==> config.mk <==
export PLATFORM = sky130hd
export DESIGN_NAME = bp_be_ptw_sv39
export DESIGN_NICKNAME = d
export VERILOG_FILES = /design/src/rtl/bp_be_pkg.sv /design/src/rtl/bp_be_pte_check.sv /design/src/rtl/bp_be_ptw_sv39.sv
export SDC_FILE = /design/constraint.sdc
export NUM_CORES = 1
export LEC_CHECK = 0
export CAP_MARGIN = 15
export CORE_MARGIN = 2
export CORE_UTILIZATION = 42
export CTS_CLUSTER_DIAMETER = 60
export DETAILED_ROUTE_END_ITERATION = 8
export PLACE_DENSITY = 0.81
export SETUP_SLACK_MARGIN = 0.2
export SLEW_MARGIN = 20
export SYNTH_ARGS = -nofsm -noshare
export SYNTH_HDL_FRONTEND = slang
export SYNTH_HIERARCHICAL = 1
export SYNTH_SLANG_ARGS = --single-unit
==> constraint.sdc <==
create_clock -name clk_i -period 4.98 [get_ports clk_i]
set_clock_uncertainty 0.2 [all_clocks]
set_input_delay 1.494 -clock clk_i [delete_from_list [all_inputs] [get_ports clk_i]]
set_output_delay 1.494 -clock clk_i [all_outputs]
set_load 0.03 [all_outputs]
==> src/rtl/bp_be_pkg.sv <==
// rtl/bp_be_pkg.sv - Sv39 page-table walker types, constants and helpers
package bp_be_pkg;

    localparam int vaddr_width_p        = 39;
    localparam int paddr_width_p        = 56;
    localparam int ptag_width_p         = 44;
    localparam int dword_width_p        = 64;
    localparam int sv39_levels_gp       = 3;
    localparam int sv39_vpn_width_gp    = 9;
    localparam int page_offset_width_gp = 12;

    typedef enum logic [2:0] {
        e_idle,
        e_send,
        e_wait,
        e_flush,
        e_done
    } bp_be_ptw_state_e;

    typedef struct packed {
        logic [9:0]              reserved;
        logic [ptag_width_p-1:0] ppn;
        logic [1:0]              rsw;
        logic                    d;
        logic                    a;
        logic                    g;
        logic                    u;
        logic                    x;
        logic                    w;
        logic                    r;
        logic                    v;
    } bp_be_sv39_pte_s;

    typedef struct packed {
        logic                     instr_miss_v;
        logic                     load_miss_v;
        logic                     store_miss_v;
        logic [vaddr_width_p-1:0] vaddr;
    } bp_be_ptw_miss_pkt_s;

    typedef struct packed {
        logic [ptag_width_p-1:0] ptag;
        logic                    gigapage;
        logic                    a;
        logic                    d;
        logic                    u;
        logic                    x;
        logic                    w;
        logic                    r;
    } bp_be_tlb_entry_s;

    typedef struct packed {
        logic                     itlb_fill_v;
        logic                     dtlb_fill_v;
        logic                     instr_page_fault_v;
        logic                     load_page_fault_v;
        logic                     store_page_fault_v;
        logic [vaddr_width_p-1:0] vaddr;
        bp_be_tlb_entry_s         entry;
    } bp_be_ptw_fill_pkt_s;

    function automatic logic [sv39_vpn_width_gp-1:0] sv39_vpn(
        input logic [vaddr_width_p-1:0] vaddr,
        input logic [1:0]               level
    );
        return vaddr[page_offset_width_gp + sv39_vpn_width_gp*int'(level) +: sv39_vpn_width_gp];
    endfunction

endpackage

==> src/rtl/bp_be_pte_check.sv <==
// rtl/bp_be_pte_check.sv - combinational Sv39 PTE legality and permission check
module bp_be_pte_check
    import bp_be_pkg::*;
(
    input  bp_be_sv39_pte_s pte_i,
    input  logic [1:0]      level_i,
    input  logic            instr_i,
    input  logic            load_i,
    input  logic            store_i,
    input  logic [1:0]      priv_mode_i,
    input  logic            sum_i,
    input  logic            mxr_i,
    output logic            leaf_o,
    output logic            fault_o
);

    logic invalid;
    logic misaligned;
    logic perm_fault;
    logic priv_fault;
    logic ad_fault;
    logic unused_pte_bits;

    always_comb begin
        invalid    = !pte_i.v || (!pte_i.r && pte_i.w);
        leaf_o     = pte_i.r || pte_i.x;
        misaligned = ((level_i == 2'd2) && (pte_i.ppn[17:0] != '0))
                  || ((level_i == 2'd1) && (pte_i.ppn[8:0] != '0));
        perm_fault = (instr_i && !pte_i.x)
                  || (load_i && !(pte_i.r || (pte_i.x && mxr_i)))
                  || (store_i && !pte_i.w);
        // Supervisor may touch user pages for data only with SUM; never fetch from them.
        priv_fault = ((priv_mode_i == 2'd1) && pte_i.u && (instr_i || !sum_i))
                  || ((priv_mode_i == 2'd0) && !pte_i.u);
        ad_fault   = !pte_i.a || (store_i && !pte_i.d);

        if (invalid)
            fault_o = 1'b1;
        else if (!leaf_o)
            fault_o = (level_i == 2'd0);
        else
            fault_o = misaligned || perm_fault || priv_fault || ad_fault;
    end

    assign unused_pte_bits = ^{pte_i.reserved, pte_i.ppn[43:18], pte_i.rsw, pte_i.g};

endmodule

==> src/rtl/bp_be_ptw_sv39.sv <==
// rtl/bp_be_ptw_sv39.sv - Sv39 hardware page-table walker producing TLB fill packets
module bp_be_ptw_sv39
    import bp_be_pkg::*;
(
    input  logic                     clk_i,
    input  logic                     reset_i,
    input  logic                     flush_i,
    input  bp_be_ptw_miss_pkt_s      ptw_miss_pkt_i,
    input  logic [ptag_width_p-1:0]  satp_ppn_i,
    input  logic [1:0]               priv_mode_i,
    input  logic                     mstatus_sum_i,
    input  logic                     mstatus_mxr_i,
    output logic                     busy_o,
    output logic                     mem_req_v_o,
    output logic [paddr_width_p-1:0] mem_req_paddr_o,
    input  logic                     mem_req_ready_i,
    input  logic                     mem_resp_v_i,
    input  logic [dword_width_p-1:0] mem_resp_data_i,
    output bp_be_ptw_fill_pkt_s      ptw_fill_pkt_o
);

    bp_be_ptw_state_e         state_q, state_d;
    logic [1:0]               level_q, level_d;
    logic [vaddr_width_p-1:0] vaddr_q, vaddr_d;
    logic [ptag_width_p-1:0]  ppn_q, ppn_d;
    logic                     instr_q, instr_d;
    logic                     load_q, load_d;
    logic                     store_q, store_d;
    logic                     fault_q, fault_d;
    bp_be_tlb_entry_s         entry_q, entry_d;

    bp_be_sv39_pte_s          pte;
    logic                     pte_leaf;
    logic                     pte_fault;
    logic [ptag_width_p-1:0]  leaf_ptag;
    logic                     fill_v;

    assign pte = mem_resp_data_i;

    bp_be_pte_check pte_check (
        .pte_i       (pte),
        .level_i     (level_q),
        .instr_i     (instr_q),
        .load_i      (load_q),
        .store_i     (store_q),
        .priv_mode_i (priv_mode_i),
        .sum_i       (mstatus_sum_i),
        .mxr_i       (mstatus_mxr_i),
        .leaf_o      (pte_leaf),
        .fault_o     (pte_fault)
    );

    // Superpages take their low PPN fields from the faulting virtual address.
    always_comb begin
        case (level_q)
            2'd2:    leaf_ptag = {pte.ppn[43:18], vaddr_q[29:12]};
            2'd1:    leaf_ptag = {pte.ppn[43:9], vaddr_q[20:12]};
            default: leaf_ptag = pte.ppn;
        endcase
    end

    always_comb begin
        state_d = state_q;
        level_d = level_q;
        vaddr_d = vaddr_q;
        ppn_d   = ppn_q;
        instr_d = instr_q;
        load_d  = load_q;
        store_d = store_q;
        fault_d = fault_q;
        entry_d = entry_q;
        case (state_q)
            e_idle: begin
                if (!flush_i && (ptw_miss_pkt_i.instr_miss_v || ptw_miss_pkt_i.load_miss_v
                                 || ptw_miss_pkt_i.store_miss_v)) begin
                    state_d = e_send;
                    level_d = 2'(sv39_levels_gp - 1);
                    vaddr_d = ptw_miss_pkt_i.vaddr;
                    ppn_d   = satp_ppn_i;
                    instr_d = ptw_miss_pkt_i.instr_miss_v;
                    load_d  = ptw_miss_pkt_i.load_miss_v;
                    store_d = ptw_miss_pkt_i.store_miss_v;
                end
            end
            e_send: begin
                if (flush_i)
                    state_d = e_idle;
                else if (mem_req_ready_i)
                    state_d = e_wait;
            end
            e_wait: begin
                if (mem_resp_v_i) begin
                    if (flush_i) begin
                        state_d = e_idle;
                    end else if (pte_fault || pte_leaf) begin
                        state_d           = e_done;
                        fault_d           = pte_fault;
                        entry_d.ptag      = leaf_ptag;
                        entry_d.gigapage  = (level_q == 2'd2);
                        entry_d.a         = pte.a;
                        entry_d.d         = pte.d;
                        entry_d.u         = pte.u;
                        entry_d.x         = pte.x;
                        entry_d.w         = pte.w;
                        entry_d.r         = pte.r;
                    end else begin
                        state_d = e_send;
                        ppn_d   = pte.ppn;
                        level_d = level_q - 2'd1;
                    end
                end else if (flush_i) begin
                    state_d = e_flush;
                end
            end
            e_flush: begin
                if (mem_resp_v_i)
                    state_d = e_idle;
            end
            e_done:  state_d = e_idle;
            default: state_d = e_idle;
        endcase
    end

    always_ff @(posedge clk_i) begin
        if (reset_i) begin
            state_q <= e_idle;
            level_q <= '0;
            vaddr_q <= '0;
            ppn_q   <= '0;
            instr_q <= 1'b0;
            load_q  <= 1'b0;
            store_q <= 1'b0;
            fault_q <= 1'b0;
            entry_q <= '0;
        end else begin
            state_q <= state_d;
            level_q <= level_d;
            vaddr_q <= vaddr_d;
            ppn_q   <= ppn_d;
            instr_q <= instr_d;
            load_q  <= load_d;
            store_q <= store_d;
            fault_q <= fault_d;
            entry_q <= entry_d;
        end
    end

    assign busy_o          = (state_q != e_idle);
    assign mem_req_v_o     = (state_q == e_send) && !flush_i;
    assign mem_req_paddr_o = {ppn_q, sv39_vpn(vaddr_q, level_q), 3'b000};
    assign fill_v          = (state_q == e_done) && !flush_i;

    always_comb begin
        ptw_fill_pkt_o                    = '0;
        ptw_fill_pkt_o.itlb_fill_v        = fill_v && !fault_q && instr_q;
        ptw_fill_pkt_o.dtlb_fill_v        = fill_v && !fault_q && (load_q || store_q);
        ptw_fill_pkt_o.instr_page_fault_v = fill_v && fault_q && instr_q;
        ptw_fill_pkt_o.load_page_fault_v  = fill_v && fault_q && load_q;
        ptw_fill_pkt_o.store_page_fault_v = fill_v && fault_q && store_q;
        ptw_fill_pkt_o.vaddr              = vaddr_q;
        ptw_fill_pkt_o.entry              = entry_q;
    end

endmodule
==> flow_summary.yaml <==
pwr:
  seqPwrFrac_pct: 37.6
  switching_share_pct: 28.8
  report.power.total_w: 0.00335
  switchingPower_w: 0.000963
  ir_drop_mv: 0.229
  power_density_nw_per_um2: 318
  pwr-share-comb_pct: 21.4
  power.share.clock_pct: 41.0
  intPower_w: 0.00239
  leakagePower_nw: 3.53
synthesis:
  avgSynthCellArea_um2: 8.40
  synth_flop_cell: "dfxtp_1"
  ys_seq_area_share_pct: 41.7
  synthArstFlopShare_pct: 0
  synth_top_area_cell: "dfxtp_1"
  ys_ff_latch: 143
  yosysMostFrequentCell: "dfxtp_1"
  yosys_warnings: 6
  mappedNetlistArea_um2: 6860
  synth-edff-count: 0
  synth_cells: 817
  synth_cell_types: 48
  synth_top_area_share_pct: 41.7
  synth_area_leaders: "dfxtp_1 42%, a21oi_1 5.9%, a221oi_1 5.7%"
  synthTopCellsByCount: "143 x dfxtp_1, 100 x nand2_1, 81 x a21oi_1, 70 x clkbuf_1, 45 x a221oi_1"
final_layout:
  n_antenna_cell: 0
  fin_nets: 1211
  syn_to_final_growth_pct: 53.5
  drive_gt1_share_pct: 8.28
sta:
  period_share_pct: 91.6
  rsz0062_at_grt: "false"
  max_slew_margin_pct: 30.1
  tightest_slew_ps: 1050
  min_period_ps: 4560
  finalHoldViolCount: 0
  slew_viol_final: 0
  setup_violations: 0
  max_freq_mhz: 219
  setup_tns_ps: 0
worst_setup_path:
  arrival_ps: 4680
  critical_path.max_stage_delay_ps: 540
  slowest_stage: "or4_4"
  cp_max_fo: 15
  crit_required_ps: 5100
  cp_cell_sequence: "clkdlybuf4s50_1 -> or4_4 -> nor4_4 -> buf_4 -> o221ai_2 -> a221o_1 -> nor4b_4 -> buf_4 -> buf_12 -> a221oi_1 -> a311oi_1"
  cp_top_family: "simple AND/OR/NAND/NOR gates"
  rr_startpoint: "level_q[0]"
  cp-start-kind: "primary input"
  r2r_end: "ptw_fill_pkt_o[16]"
  crit_type: "in -> reg"
  worstSetupEndpointType: "flop"
  r2r_slack_ps: 1890
  path_buf_inv: 4
  cpMostUsedCell: "buf_4"
  ff2ff_path_depth: 5
cts:
  cts_resized: 0
  cts_setup_buffers: 0
  numCtsBuffers: 17
  clock_latency_ps: 420
  cts_tree: "built"
  cts_max_level: 4
  path_clk_slew_ps: 60
  clock-sinks: 143
  cts_hold_buf: 0
  cts-root-buf: "clkbuf_16"
  clock_path_buffers: 2
grt:
  grt_max_degree: 95
  antenna_found_initial: 0
  grt_usage_pct: 29.1
  grt_pass1_vias: 7176
  gr-total-overflow: 0
  grt_pass1_wl_um: 40700
run_status:
  status: "complete, no violations"
job:
  maxCapViolations: 0
worst_hold_path:
  hold_path_depth: 2
  hold_end: "vaddr_q[3]"
  hold_path.class: "reg -> reg"
  hp-start: "vaddr_q[3]"
placement:
  routabilityCongestion: 0.885
  hpwlAfterDp_um: 18000
  io_buffer_count: 295
drt:
  ant_nets: 0
  dr.pass1.iters: 6
  dr.first_iter.drc_count: 706
  vias_per_cell: 6.11
  drt-total-wl_um: 26600
  vias: 7817
  wl_per_cell_um: 20.8
  drc_errors: 0
floorplan:
  io_pins: 312
  die_area_um2: 17400
  start_util_pct: 43.1
  die_h_um: 132
  core_area_um2: 15900
  fp.dieW_um: 132
  fp-row-count: 46
-- placed cells by master (no fill, tap or decap), drive strengths merged, types with 2 or more instances in the layout --
cell	synthesis	routed
nand2	100	100
o21ai	44	44
nand3	41	41
nand2b	3	3
or2	3	3
a221o	2	2
nor4	5	5
a21oi	81	81
clkinvlp	0	2
buf	43	37
nand4	35	35
a311oi	44	44
o31ai	34	34
clkdlybuf4s50	0	288
a31oi	18	18
a21boi	2	2
nor3	6	6
o22ai	8	8
inv	8	10
or3	3	3
nor2	9	9
dfxtp	143	143
clkinv	0	5
a22oi	18	18
or4	2	2
a211oi	20	20
and2	2	2
conb	1	3
clkbuf	70	19
mux2i	9	9
nor2b	5	5
ha	2	2
bufinv	0	4
a2111oi	2	2
a221oi	45	45
-- cell families after synthesis --
| logic type | after synthesis | share of synthesized area [%] |
|---|---|---|
| buffers and inverters | 121 | 7.78 |
| multiplexers | 9 | 1.31 |
| flip-flops | 143 | 41.7 |
| AO/OA/AOI/OAI | 322 | 32.6 |
| other | 1 | 0.0546 |
| adder cells (fa/ha/maj) | 2 | 0.365 |
| AND/OR/NAND/NOR | 219 | 16.2 |
-- state kept, by name, summed over array words and instances, names as in the netlist --
name and flops:
fault_q 1, instr_q 1, level_q 2, load_q 1, ppn_q 44, ptw_fill_pkt_o 51, state_q 3, store_q 1
vaddr_q 39
-- tightest hold or removal path, cell delays in order (launching register included) --
cell and delay, ps:
dfxtp_1 300, o21ai_0 60, a21oi_1 60
-- stage by stage --
| stage | utilization [%] | std cells | setup slack, ps | instance area [um^2] | hold slack, ps |
|---|---|---|---|---|---|
| floorplan | - | 819 | 512 | 6870 | 258 |
| global placement | 62.1 | 1247 | 109 | 9910 | 254 |
| detailed placement | 62.1 | 1247 | 51.4 | 9910 | 260 |
| CTS | 66.1 | 1279 | 469 | 10500 | 269 |
| global route | 66.1 | 1279 | 360 | 10500 | 293 |
| finish | 66.1 | 1279 | 416 | 10500 | 271 |
-- power groups by stage --
stage / Sequential [W] / Combinational (W) / Clock, W
final: 0.00126 / 0.000717 / 0.00137
after CTS: 0.00126 / 0.000715 / 0.00138
after global placement: 0.00128 / 0.000705 / 0
after detailed placement: 0.00128 / 0.000712 / 0
after global routing: 0.00127 / 0.000756 / 0.00144
after floorplan: 0.00138 / 0.000268 / 0
-- per-layer routing --
layer | track usage, % | share of wire, % | vias up
met5 | 0 | 0 | -
met4 | 12.1 | 3.8 | 0
met3 | 5.96 | 7.6 | 63
met2 | 46.9 | 47 | 410
met1 | 38.2 | 41 | 3747
li1 | - | - | 3597
-- how the worst max path moves through the flow --
stage	start	to	slack, ps	depth (start not counted)
floorplan	flush_i	ptw_fill_pkt_o[93]	510	4
global placement	mem_resp_data_i[12]	ppn_q[38]	110	11
detailed placement	mem_resp_data_i[15]	ppn_q[39]	50	11
CTS	mem_resp_data_i[15]	ppn_q[39]	470	11
global route	mem_resp_data_i[15]	ppn_q[2]	360	11
finish	mem_resp_data_i[15]	ppn_q[39]	420	11
-- layout make-up --
| type | count | area [um^2] |
|---|---|---|
| fillers | 1334 | 5410 |
| multi-input cells | 555 | 3510 |
| repair buffers | 325 | 3240 |
| flip-flops and latches | 143 | 2860 |
| clock buffers | 19 | 443 |
| well taps | 216 | 270 |
| clock inverters | 13 | 185 |
| inverters | 8 | 30.0 |
(Power assumes the default switching activity.)
